## src/rtl/mult_share_pkg.sv

```systemverilog
// Shared types and defaults for the multiplier-sharing controller slice.
package mult_share_pkg;

  localparam int unsigned DEF_NREQ    = 4;
  localparam int unsigned DEF_WIDTH   = 8;
  localparam int unsigned DEF_TIMEOUT = 64;

  // Requester ID width; never narrower than one bit.
  function automatic int unsigned calc_idw(input int unsigned n);
    return (n < 2) ? 1 : $clog2(n);
  endfunction

  localparam int unsigned DEF_IDW = calc_idw(DEF_NREQ);

  typedef enum logic [1:0] {
    IDLE  = 2'b00,
    ISSUE = 2'b01,
    WAIT  = 2'b10,
    RESP  = 2'b11
  } state_t;

endpackage

```

## src/rtl/mult_rr_arbiter.sv

```systemverilog
// Combinational round-robin arbiter: first active request at or above ptr, wrapping.
module mult_rr_arbiter
  import mult_share_pkg::*;
#(
  parameter int unsigned NREQ = DEF_NREQ,
  parameter int unsigned IDW  = calc_idw(NREQ)
) (
  input  logic [NREQ-1:0] req,
  input  logic [IDW-1:0]  ptr,
  output logic [NREQ-1:0] gnt,
  output logic [IDW-1:0]  gnt_id,
  output logic            any_req
);

  logic [NREQ-1:0] rot;
  int unsigned     pos;

  // Rotate requests so the pointer lands on bit 0, pick the lowest, un-rotate the index.
  always_comb begin
    rot     = NREQ'({req, req} >> ptr);
    any_req = 1'b0;
    pos     = 0;
    gnt     = '0;
    for (int unsigned k = 0; k < NREQ; k++) begin
      if (!any_req && rot[k]) begin
        any_req = 1'b1;
        pos     = 32'(ptr) + k;
      end
    end
    if (pos >= NREQ) begin
      pos = pos - NREQ;
    end
    gnt_id = IDW'(pos);
    for (int unsigned i = 0; i < NREQ; i++) begin
      gnt[i] = any_req && (gnt_id == IDW'(i));
    end
  end

endmodule

```

## src/rtl/mult_share_ctrl.sv

```systemverilog
// Shares one iterative multiplier among NREQ requesters with round-robin grant,
// zero-operand bypass, watchdog abort and a single tagged response channel.
module mult_share_ctrl
  import mult_share_pkg::*;
#(
  parameter int unsigned NREQ    = DEF_NREQ,
  parameter int unsigned WIDTH   = DEF_WIDTH,
  parameter int unsigned TIMEOUT = DEF_TIMEOUT,
  parameter int unsigned IDW     = calc_idw(NREQ)
) (
  input  logic                  CLK,
  input  logic                  RESET,
  input  logic [NREQ-1:0]       REQ_VALID,
  input  logic [NREQ*WIDTH-1:0] REQ_A,
  input  logic [NREQ*WIDTH-1:0] REQ_B,
  output logic [NREQ-1:0]       REQ_READY,
  output logic                  RSP_VALID,
  output logic [IDW-1:0]        RSP_ID,
  output logic [WIDTH-1:0]      RSP_DATA,
  output logic                  RSP_ERR,
  input  logic                  RSP_READY,
  output logic                  MUL_START,
  output logic [WIDTH-1:0]      MUL_A,
  output logic [WIDTH-1:0]      MUL_B,
  input  logic                  MUL_DONE,
  input  logic [WIDTH-1:0]      MUL_P
);

  localparam int unsigned CNTW = $clog2(TIMEOUT + 1);

  state_t          state;
  logic [IDW-1:0]  rr_ptr;
  logic [IDW-1:0]  id_q;
  logic [CNTW-1:0] wait_cnt;

  logic [NREQ-1:0]  gnt;
  logic [IDW-1:0]   gnt_id;
  logic             any_req;
  logic [WIDTH-1:0] sel_a;
  logic [WIDTH-1:0] sel_b;

  mult_rr_arbiter #(
    .NREQ (NREQ),
    .IDW  (IDW)
  ) u_arb (
    .req     (REQ_VALID),
    .ptr     (rr_ptr),
    .gnt     (gnt),
    .gnt_id  (gnt_id),
    .any_req (any_req)
  );

  // Operand mux for the granted requester.
  always_comb begin
    sel_a = '0;
    sel_b = '0;
    for (int unsigned i = 0; i < NREQ; i++) begin
      if (gnt_id == IDW'(i)) begin
        sel_a = REQ_A[i*WIDTH +: WIDTH];
        sel_b = REQ_B[i*WIDTH +: WIDTH];
      end
    end
  end

  // Grant is only offered while idle and out of reset.
  assign REQ_READY = ((state == IDLE) && RESET) ? gnt : '0;

  // Controller FSM with registered response and multiplier-side outputs.
  always_ff @(posedge CLK or negedge RESET) begin
    if (!RESET) begin
      state     <= IDLE;
      rr_ptr    <= '0;
      id_q      <= '0;
      wait_cnt  <= '0;
      RSP_VALID <= 1'b0;
      RSP_ID    <= '0;
      RSP_DATA  <= '0;
      RSP_ERR   <= 1'b0;
      MUL_START <= 1'b0;
      MUL_A     <= '0;
      MUL_B     <= '0;
    end else begin
      MUL_START <= 1'b0;
      case (state)
        IDLE: begin
          if (any_req) begin
            id_q <= gnt_id;
            if ((sel_a == '0) || (sel_b == '0)) begin
              RSP_VALID <= 1'b1;
              RSP_ID    <= gnt_id;
              RSP_DATA  <= '0;
              RSP_ERR   <= 1'b0;
              state     <= RESP;
            end else begin
              MUL_A     <= sel_a;
              MUL_B     <= sel_b;
              MUL_START <= 1'b1;
              state     <= ISSUE;
            end
          end
        end
        ISSUE: begin
          wait_cnt <= '0;
          state    <= WAIT;
        end
        WAIT: begin
          if (MUL_DONE) begin
            RSP_VALID <= 1'b1;
            RSP_ID    <= id_q;
            RSP_DATA  <= MUL_P;
            RSP_ERR   <= 1'b0;
            state     <= RESP;
          end else if (wait_cnt == CNTW'(TIMEOUT - 1)) begin
            RSP_VALID <= 1'b1;
            RSP_ID    <= id_q;
            RSP_DATA  <= '0;
            RSP_ERR   <= 1'b1;
            state     <= RESP;
          end else begin
            wait_cnt <= wait_cnt + CNTW'(1);
          end
        end
        RESP: begin
          if (RSP_READY) begin
            RSP_VALID <= 1'b0;
            rr_ptr    <= (id_q == IDW'(NREQ - 1)) ? '0 : id_q + IDW'(1);
            state     <= IDLE;
          end
        end
        default: state <= IDLE;
      endcase
    end
  end

endmodule
```

## config.mk

```make
export PLATFORM = sky130hd
export DESIGN_NAME = mult_share_ctrl
export DESIGN_NICKNAME = d
export VERILOG_FILES = /design/src/rtl/mult_share_pkg.sv /design/src/rtl/mult_rr_arbiter.sv /design/src/rtl/mult_share_ctrl.sv
export SDC_FILE = /design/constraint.sdc
export NUM_CORES = 1
export LEC_CHECK = 0
export CORE_MARGIN = 5
export CORE_UTILIZATION = 57
export DETAILED_ROUTE_END_ITERATION = 6
export DONT_BUFFER_PORTS = 1
export HOLD_SLACK_MARGIN = 0.03
export PLACE_DENSITY = 0.75
export SLEW_MARGIN = 20
export SYNTH_ARGS = -nofsm -noshare
export SYNTH_HDL_FRONTEND = slang
export SYNTH_SLANG_ARGS = --single-unit
```

## constraint.sdc

```tcl
create_clock -name CLK -period 3.1 [get_ports CLK]
set_clock_uncertainty 0.2 [all_clocks]
set_input_delay 0.465 -clock CLK [delete_from_list [all_inputs] [get_ports CLK]]
set_output_delay 0.465 -clock CLK [all_outputs]
set_load 0.01 [all_outputs]
```

# Word level (Yosys, flattened, before mapping)
# Cells that the tools add are included.
# totals
inputBits	80
regBits	42
elab_cells	111
output_inout_bits	33
# classes
n_reduce_logical	26
add_sub_neg	6
shifts	1
mux	51
n_bitwise	1
magnitude_cmp	1
n_eq_ne	14
# ops
cell	n
$mux W32	3
$mux W8	12
$ge A32 B3 Y1 const B	1
$mux W2	12
$logic_not A8 Y1	2
$pmux W8 S2	1
$mux W1	15
$mux W7	2
$pmux W7 S2	1
$eq A2 B2 Y1 const B	5
$reduce_and A3 Y1	3
$logic_and A1 B1 Y1	8
$ne A2 B2 Y1 const B	4
$pmux W2 S4	1
$shr A8 B2 Y4	1
$add A7 B1 Y7 const B	1
$eq A7 B6 Y1 const B	1
$add A2 B2 Y3 const B	2
$reduce_and A5 Y1	1
$eq A2 B1 Y1 const B	2
$logic_not A2 Y1	2
$mux W4	1
$pmux W2 S2	1
$reduce_and A2 Y1	2
13 further kinds	16

# Logic depth before layout (Yosys ltp)
# Gate-level depths: netlist of the first run.
# logic_depth
depth_word	23
ltp_mapped	13

# Hierarchy
# From an unflattened synthesis of the first run, not the netlist that was laid out.
# hier_totals
cells_unflattened	205
hier_area_um2	2489.9
# modules_own_cells
module	n_inst	area_per_inst_um2	seq_area_each_um2	cells_per_inst
mult_share_ctrl	1	2278.4	1051.0	172
mult_rr_arbiter	1	211.5	0.0	33

# Least setup slack after synthesis of the first run
# Ideal clock, no wire load.
# synth_timing
path_type	input -> register
startpoint	input port REQ_VALID[1]
endpoint	register MUL_A[7]
setup_ns	0.125
arrival_time_ns	2.957
t_required_ns	2.775
cell_stages	10
path_slack_ns	-0.182
cell_sequence	a21boi_1 > o2bb2ai_2 > nor2_4 > mux4_2 > or4b_4 > o22ai_4 > or2_1 > buf_4 > buf_6 > mux2_4
# synth_via
elab_chain_cells	22
word_cells_on_any_way	35
classes_between	add/sub: 1; order compare: 1; eq/ne: 3; shift: 1; mux: 17; bitwise: 1; reduce/logical: 11
# synth_lines
item	line_no	source
from (decl)	mult_share_ctrl.sv:13	input logic [NREQ-1:0] REQ_VALID,
$shr A8 B2 Y4 (*)	mult_rr_arbiter.sv:20	rot = NREQ'({req, req} >> ptr);
$mux W1	mult_rr_arbiter.sv:25	if (!any_req && rot[k]) begin
$logic_not A1 Y1	mult_rr_arbiter.sv:25	
$logic_and A1 B1 Y1	mult_rr_arbiter.sv:25	
$mux W1	mult_rr_arbiter.sv:25	
$logic_not A1 Y1	mult_rr_arbiter.sv:25	
$logic_and A1 B1 Y1	mult_rr_arbiter.sv:25	
$mux W1	mult_rr_arbiter.sv:25	
(+3 left out)	--	
$ge A32 B3 Y1 or $sub A2 B1 Y2 (tied branches)	mult_rr_arbiter.sv:30, mult_rr_arbiter.sv:31	
$mux W2	mult_rr_arbiter.sv:30	if (pos >= NREQ) begin
$logic_not A2 Y1	mult_share_ctrl.sv:58	if (gnt_id == IDW'(i)) begin
$mux W8 (4 in series)	mult_share_ctrl.sv:58	
$logic_not A8 Y1	mult_share_ctrl.sv:88	if ((sel_a == '0) || (sel_b == '0)) begin
$logic_or A1 B1 Y1	mult_share_ctrl.sv:88	
$not A1 Y1 (no line)	--	
$reduce_and A3 Y1 (no line)	--	
to (signal assigned)	mult_share_ctrl.sv:95	MUL_A <= sel_a;
to (decl)	mult_share_ctrl.sv:23	output logic [WIDTH-1:0] MUL_A,
# Mark *: on every way between the ends. The rest lies on a longest branch, timed or not.
# A chain may end at the register's enable or synchronous reset.

# Worst setup path in the final report of the first run
# layout_timing
startpoint	register rr_ptr[1]
endpoint	register MUL_A[0]
# layout_via
elab_chain_cells	22
word_cells_on_any_way	38
classes_between	add/sub: 4; order compare: 1; eq/ne: 3; shift: 1; mux: 17; bitwise: 1; reduce/logical: 11
# layout_lines
item	line_no	source
from (decl)	mult_share_ctrl.sv:32	logic [IDW-1:0] rr_ptr;
from (signal assigned)	mult_share_ctrl.sv:126	rr_ptr <= (id_q == IDW'(NREQ - 1)) ? '0 : id_q + IDW'(1);
$shr A8 B2 Y4	mult_rr_arbiter.sv:20	
$mux W1	mult_rr_arbiter.sv:25	
$logic_not A1 Y1	mult_rr_arbiter.sv:25	
$logic_and A1 B1 Y1	mult_rr_arbiter.sv:25	
$mux W1	mult_rr_arbiter.sv:25	
$logic_not A1 Y1	mult_rr_arbiter.sv:25	
$logic_and A1 B1 Y1	mult_rr_arbiter.sv:25	
$mux W1	mult_rr_arbiter.sv:25	
(+3 left out)	--	
$ge A32 B3 Y1 or $sub A2 B1 Y2 (tied branches)	mult_rr_arbiter.sv:30, mult_rr_arbiter.sv:31	
$mux W2	mult_rr_arbiter.sv:30	
$logic_not A2 Y1	mult_share_ctrl.sv:58	
$mux W8 (4 in series)	mult_share_ctrl.sv:58	
$logic_not A8 Y1	mult_share_ctrl.sv:88	
$logic_or A1 B1 Y1	mult_share_ctrl.sv:88	
$not A1 Y1 (no line)	--	
$reduce_and A3 Y1 (no line)	--	
# Several ways; a longest one is shown, not always the timed one.

==> impl_metrics.yaml, run 1 <==
logic_synthesis:
  synth_area_leaders: "dfrtp_1 (40%), mux2i_1 (16%), mux2_4 (7.5%), mux2_1 (3.9%), mux2_2 (3.9%)"
  synth_seq_cells: 42
  synth_ff_type: "dfrtp_1"
  netlist.area_leader.share_pct: 40.2
  async_flop_share_pct: 100
  synth-edff-count: 0
  yosys_warnings: 0
  yosysTopAreaCell: "dfrtp_1"
  netlist_top_cells_count: "dfrtp_1 (42), mux2i_1 (42), mux2_4 (13), and3_1 (10)"
  ys_seq_area_share_pct: 40.2
  synth_nets: 312
  ys_types: 45
  netlist_area_um2: 2610
  avgSynthCellArea_um2: 11.6
  synth_cells: 225
cts:
  cts.sinks: 42
  numCtsBuffers: 5
  cts_buffer_depth: 2
  cts.clk_slew.worst_paths_ns: 0.07
  root_buffer: "clkbuf_8"
  cts_max_level: 2
  cts_tree: "yes"
  clk_latency_ns: 0.29
  post_cts_buffers: 0
floorplanning:
  die_w_um: 77.7
  fp.coreArea_um2: 4410
  dieArea_um2: 6040
  initial_core_util_pct: 59.2
  ioPinCount: 113
  die_h_um: 77.7
  core.rowCount: 24
cells_and_area:
  final_cells: 295
  drive_gt1_share_pct: 24.3
  areaGrowthSynthToFinish_pct: 12.0
  fillCellCount: 353
  layout.nets: 329
  n_antenna_cell: 0
grt:
  grt_util_all_layers_pct: 19.6
  grt_max_degree: 43
  grt_pass1_wl_mm: 9.65
  grt-ovfl-total: 0
  antenna_found_initial: 0
  grt_pass1_vias: 1953
critical_path:
  criticalPathCategory: "reg2reg"
  cp_slowest_cell: "or4b_4"
  cp_slowest_stage_delay_ns: 0.54
  crit_path_end_kind: "flip-flop"
  cp_max_fo: 21
  arrival_ns: 3.11
  crit_required_ns: 3.07
  critPathBufInv: 2
  worst_path_most_repeated_cell: "mux2i_1"
  path_cells: "mux2i_1 > o2bb2ai_2 > nor2_4 > buf_12 > mux2i_1 > mux2i_1 > or4b_4 > o22ai_4 > or2_4 > buf_12 > mux2_1"
  critical_path.startpoint_type: "flip-flop"
  path_delay_family: "simple AND/OR/NAND/NOR gates"
placement:
  gp_congestion: 0.788
  dp_cells: 285
  place_hpwl_mm: 4.55
  port_buffers: 0
sta:
  fin_crit_sh_pct: 101
  hold_viol_final: 0
  drv_slew: 0
  finalSetupViolCount: 21
  tightest_slew_ns: 0.586
  maxSlewHeadroom_pct: 60.6
  fin_setup_tns_ns: -0.503
  fin_ws_ns: -0.0381
  period_minus_slack_ns: 3.14
  max_freq_mhz: 319
  rsz0062_at_grt: "true"
route:
  wirelength_mm: 5.80
  drt_iter0_markers: 75
  ant_nets: 0
  drc_errors: 0
  viasPerCell: 6.14
  wire_per_inst_um: 19.7
  drt-pass1-iter-count: 4
  vias: 1810
status:
  status: "finished with violations"
  violations: "setup timing"
power_and_ir_drop:
  p_per_area_nw_per_um2: 929
  leakage_nw: 1.40
  ir_worst_vdd_v: 0.000484
run:
  maxCapViolations: 0
min_path:
  holdCritPathClass: "in2reg"
==> flip-flops by register name (all words and copies together), names as in the netlist <==
signal / flops
RSP_ERR: 1
MUL_A: 8
RSP_VALID: 1
state: 2
RSP_ID: 2
MUL_B: 8
RSP_DATA: 8
wait_cnt: 7
MUL_START: 1
id_q: 2
rr_ptr: 2
==> final cells by class <==
class                      instances  area, um^2  area share, %
multi-input combinational        164        1450           49.7
timing repair buffer              19         208           7.10
tap                               52        65.1           2.22
inverter                          10        37.5           1.28
sequential                        42        1050           35.9
clock buffer                       8         110           3.76
==> per-stage QoR <==
stage	util [%]	hold WS [ns]	instance area (um^2)	total power, W	worst slack [ns]
after detailed placement	63.0	-0.0296	2780	0.00232	-0.0922
after global routing	66.3	0.230	2930	0.00291	-0.200
after global placement	63.0	-0.0297	2780	0.00227	0.00847
after floorplan	-	-0.0306	2620	0.00198	-0.138
after CTS	66.3	0.190	2930	0.00275	-0.0683
final	66.3	0.200	2930	0.00272	-0.0381
==> worst paths after layout <==
check,start,endpoint,slack [ns],cells past startpoint
min in group asynchronous,RESET,MUL_B[4],0.46,2
max in group asynchronous,RESET,RSP_DATA[2],2.05,2
setup / recovery,rr_ptr[1],MUL_A[0],-0.04,11
setup reg to reg,rr_ptr[1],MUL_A[0],-0.04,11
hold reg to reg,id_q[0],rr_ptr[0],0.32,1
hold / removal,RSP_READY,rr_ptr[0],0.20,2
==> layer usage <==
layer  up-vias  share of wire, %  global-route usage, %
li1        861                 -                      -
met1       865                38                   22.7
met2        74                50                   33.1
met3        10               9.8                   7.41
met4         0               1.9                   6.70
met5         -                 0                      0
==> what timing repair did <==
action | CTS | global route
endpoints found under the hold margin | 42 | 0
setup endpoints to repair | 21 | 25
hold buffers | 2 | 0
resized for setup | 1 | 0
==> where the power goes <==
part	switching, W	total [W]	internal [W]
sequential	0.000260	0.00103	0.000773
clock	0.000175	0.000400	0.000225
combinational	0.000594	0.00129	0.000691
total	0.00103	0.00272	0.00169
==> worst register-to-register path: stages, from the launching register on <==
cell and delay (ns):
dfrtp_1 0.43, mux2i_1 0.15, o2bb2ai_2 0.16, nor2_4 0.16
buf_12 0.20, mux2i_1 0.23, mux2i_1 0.12, or4b_4 0.54
o22ai_4 0.20, or2_4 0.17, buf_12 0.13, mux2_1 0.32
==> layout by cell type (no fill, tap or decap), types with 3 or more instances in the layout <==
| cell | netlist | final |
|---|---|---|
| buf_4 | 3 | 13 |
| o21ai_0 | 7 | 7 |
| nand3_1 | 4 | 4 |
| a21oi_1 | 8 | 7 |
| clkbuf_8 | 0 | 8 |
| mux2_2 | 9 | 9 |
| o21ai_1 | 9 | 9 |
| mux2i_1 | 42 | 42 |
| nand2_1 | 9 | 9 |
| mux2_1 | 9 | 9 |
| and3_1 | 10 | 10 |
| or4_1 | 3 | 3 |
| buf_12 | 0 | 5 |
| mux2_4 | 13 | 13 |
| dfrtp_1 | 42 | 42 |
| ha_1 | 7 | 7 |
| nor2_1 | 6 | 6 |
| inv_1 | 9 | 9 |
==> cell families after synthesis <==
group / after synthesis / synth area share [%]
AOI/OAI and AO/OA: 36 / 8.96
xor gates and xnor gates: 1 / 0.335
adders and majority gates: 7 / 3.35
buffers and inverters: 19 / 4.50
DFF: 42 / 40.2
muxes: 74 / 32.2
and+or+nand+nor: 46 / 10.4
(Power assumes the default switching activity.)
==> run 2: changes to the inputs <==
- BUFFER_PORTS_ARGS: not set -> -buffer_cell sky130_fd_sc_hd__buf_2
- CORE_UTILIZATION: 57 -> 43
- DONT_BUFFER_PORTS: 1 -> not set
- PLACE_DENSITY: 0.75 -> 0.76
==> impl_metrics.yaml, run 2 (synthesized netlist as in run 1, its figures left out) <==
status:
  status: "finished with violations"
  violations: "setup timing"
cts:
  cts_max_level: 2
  cts.clk_slew.worst_paths_ns: 0.08
  cts_buffer_depth: 2
  cts_tree: "yes"
  numCtsBuffers: 5
  cts.sinks: 42
  root_buffer: "clkbuf_8"
  clk_latency_ns: 0.30
sta:
  hold_ws_ns: 0.0576
  rsz0062_at_grt: "true"
  maxSlewHeadroom_pct: 64.9
  tightest_slew_ns: 0.526
  fin_ws_ns: -0.0899
  max_freq_mhz: 313
  period_minus_slack_ns: 3.19
  finalSetupViolCount: 22
  hold_viol_final: 0
  fin_crit_sh_pct: 103
  drv_slew: 0
placement:
  placed_area_um2: 3410
  gp_congestion: 0.835
  dpl_worst_slack_ns: -0.226
  port_buffers: 112
  place_hpwl_mm: 5.55
grt:
  grt_max_degree: 43
  grt_util_all_layers_pct: 17.9
  grt_pass1_vias: 2360
  antenna_found_initial: 0
  grt_pass1_wl_mm: 11.0
  grt-ovfl-total: 0
power_and_ir_drop:
  ir_worst_vdd_v: 0.000488
  leakage_nw: 1.97
  p_per_area_nw_per_um2: 864
  power_w: 0.00319
critical_path:
  critical_path.startpoint_type: "flip-flop"
  cp_max_fo: 11
  crit_path_end_kind: "flip-flop"
  criticalPathCategory: "reg2reg"
  arrival_ns: 3.17
  crit_required_ns: 3.08
floorplanning:
  ioPinCount: 113
  fp.coreArea_um2: 5920
  core.rowCount: 28
  initial_core_util_pct: 44.1
  die_w_um: 87.9
  dieArea_um2: 7730
  die_h_um: 87.9
cells_and_area:
  top_regs: "MUL_A: 8 flops, MUL_B: 8 flops, RSP_DATA: 8 flops"
  multi_input_area_um2: 1490
  regArea_um2: 1050
  layout.nets: 452
  n_antenna_cell: 0
  final_common_cell: "buf_2"
  design_area_um2: 3690
  final_util_pct: 62.3
  drive_gt1_share_pct: 53.0
  areaGrowthSynthToFinish_pct: 41.1
  mostFrequentLayoutCells: "buf_2 (112), mux2i_1 (42), dfrtp_1 (40)"
  fillCellCount: 468
run:
  maxCapViolations: 0
route:
  wirelength_mm: 7.34
  ant_nets: 0
  drt_iter0_markers: 160
  drc_errors: 0
  viasPerCell: 5.23
  drt-pass1-iter-count: 5
  vias: 2306
  wire_per_inst_um: 16.7
min_path:
  holdCritPathClass: "in2async"
## run 2: cell types whose count changed in the layout (fill, tap and decap cells not counted), moves of 7 or more
cell    change
mux2_1      -7
buf_4       +7
mux2_4      +7
buf_2     +112
## run 2: worst paths after layout
path,to,depth (start not counted),slack [ns],start
hold / removal,id_q[1],2,0.06,RESET
max in group asynchronous,rr_ptr[0],2,2.26,RESET
hold reg to reg,RSP_ERR,1,0.30,RSP_ERR
setup reg to reg,RSP_DATA[5],10,-0.09,rr_ptr[1]
setup / recovery,RSP_DATA[5],10,-0.09,rr_ptr[1]
min in group CLK,RSP_ERR,1,0.30,RSP_ERR
## run 2: worst max-delay path, stage by stage, from the launching register on
cell	delay, ns
dfrtp_2	0.44
mux2i_1	0.14
o2bb2ai_2	0.15
nor2_4	0.14
buf_12	0.14
mux4_2	0.51
or4b_4	0.51
o22ai_4	0.19
a32oi_1	0.12
buf_12	0.20
mux2_1	0.31
## run 2: final cells by class
type | count | share of cell area (%)
clock buffers | 8 | 2.99
inverters | 10 | 1.02
multi-input cells | 164 | 40.5
flip-flops and latches | 42 | 28.6
well taps | 75 | 2.54
repair buffers | 142 | 24.4
## run 2: what timing repair did
action / in CTS / in global routing
gates resized for setup: 3 / 14
buffers inserted: 0 / 6
hold buffers: 0 / 0
pin swaps: 0 / 1
cloned: 0 / 2
setup endpoints to repair: 21 / 22
## run 2: power by group
part / leakage, nW / switching (W) / internal [W]
logic: 1.39 / 0.000849 / 0.00100
registers: 0.529 / 0.000148 / 0.000774
clock network: 0.0575 / 0.000186 / 0.000225
total: 1.97 / 0.00118 / 0.00200
## run 2: routing by layer
metal  share of wire (%)  routed length (um)  vias to the layer above  GRT usage (%)
met2                  54                3970                       60           31.6
met5                   0                   0                        -              0
met1                  39                2890                     1114           21.9
met3                 3.8                 278                       20           2.82
li1                    -                   -                     1112              -
met4                 2.8                 208                        0           6.83
## run 2: per-stage QoR
step / setup TNS (ns) / cells
after global routing: -3.77 / 441
after floorplan: -1.20 / 225
after CTS: -0.231 / 433
final: -1.40 / 441
after global placement: -1.81 / 425
after detailed placement: -3.87 / 425
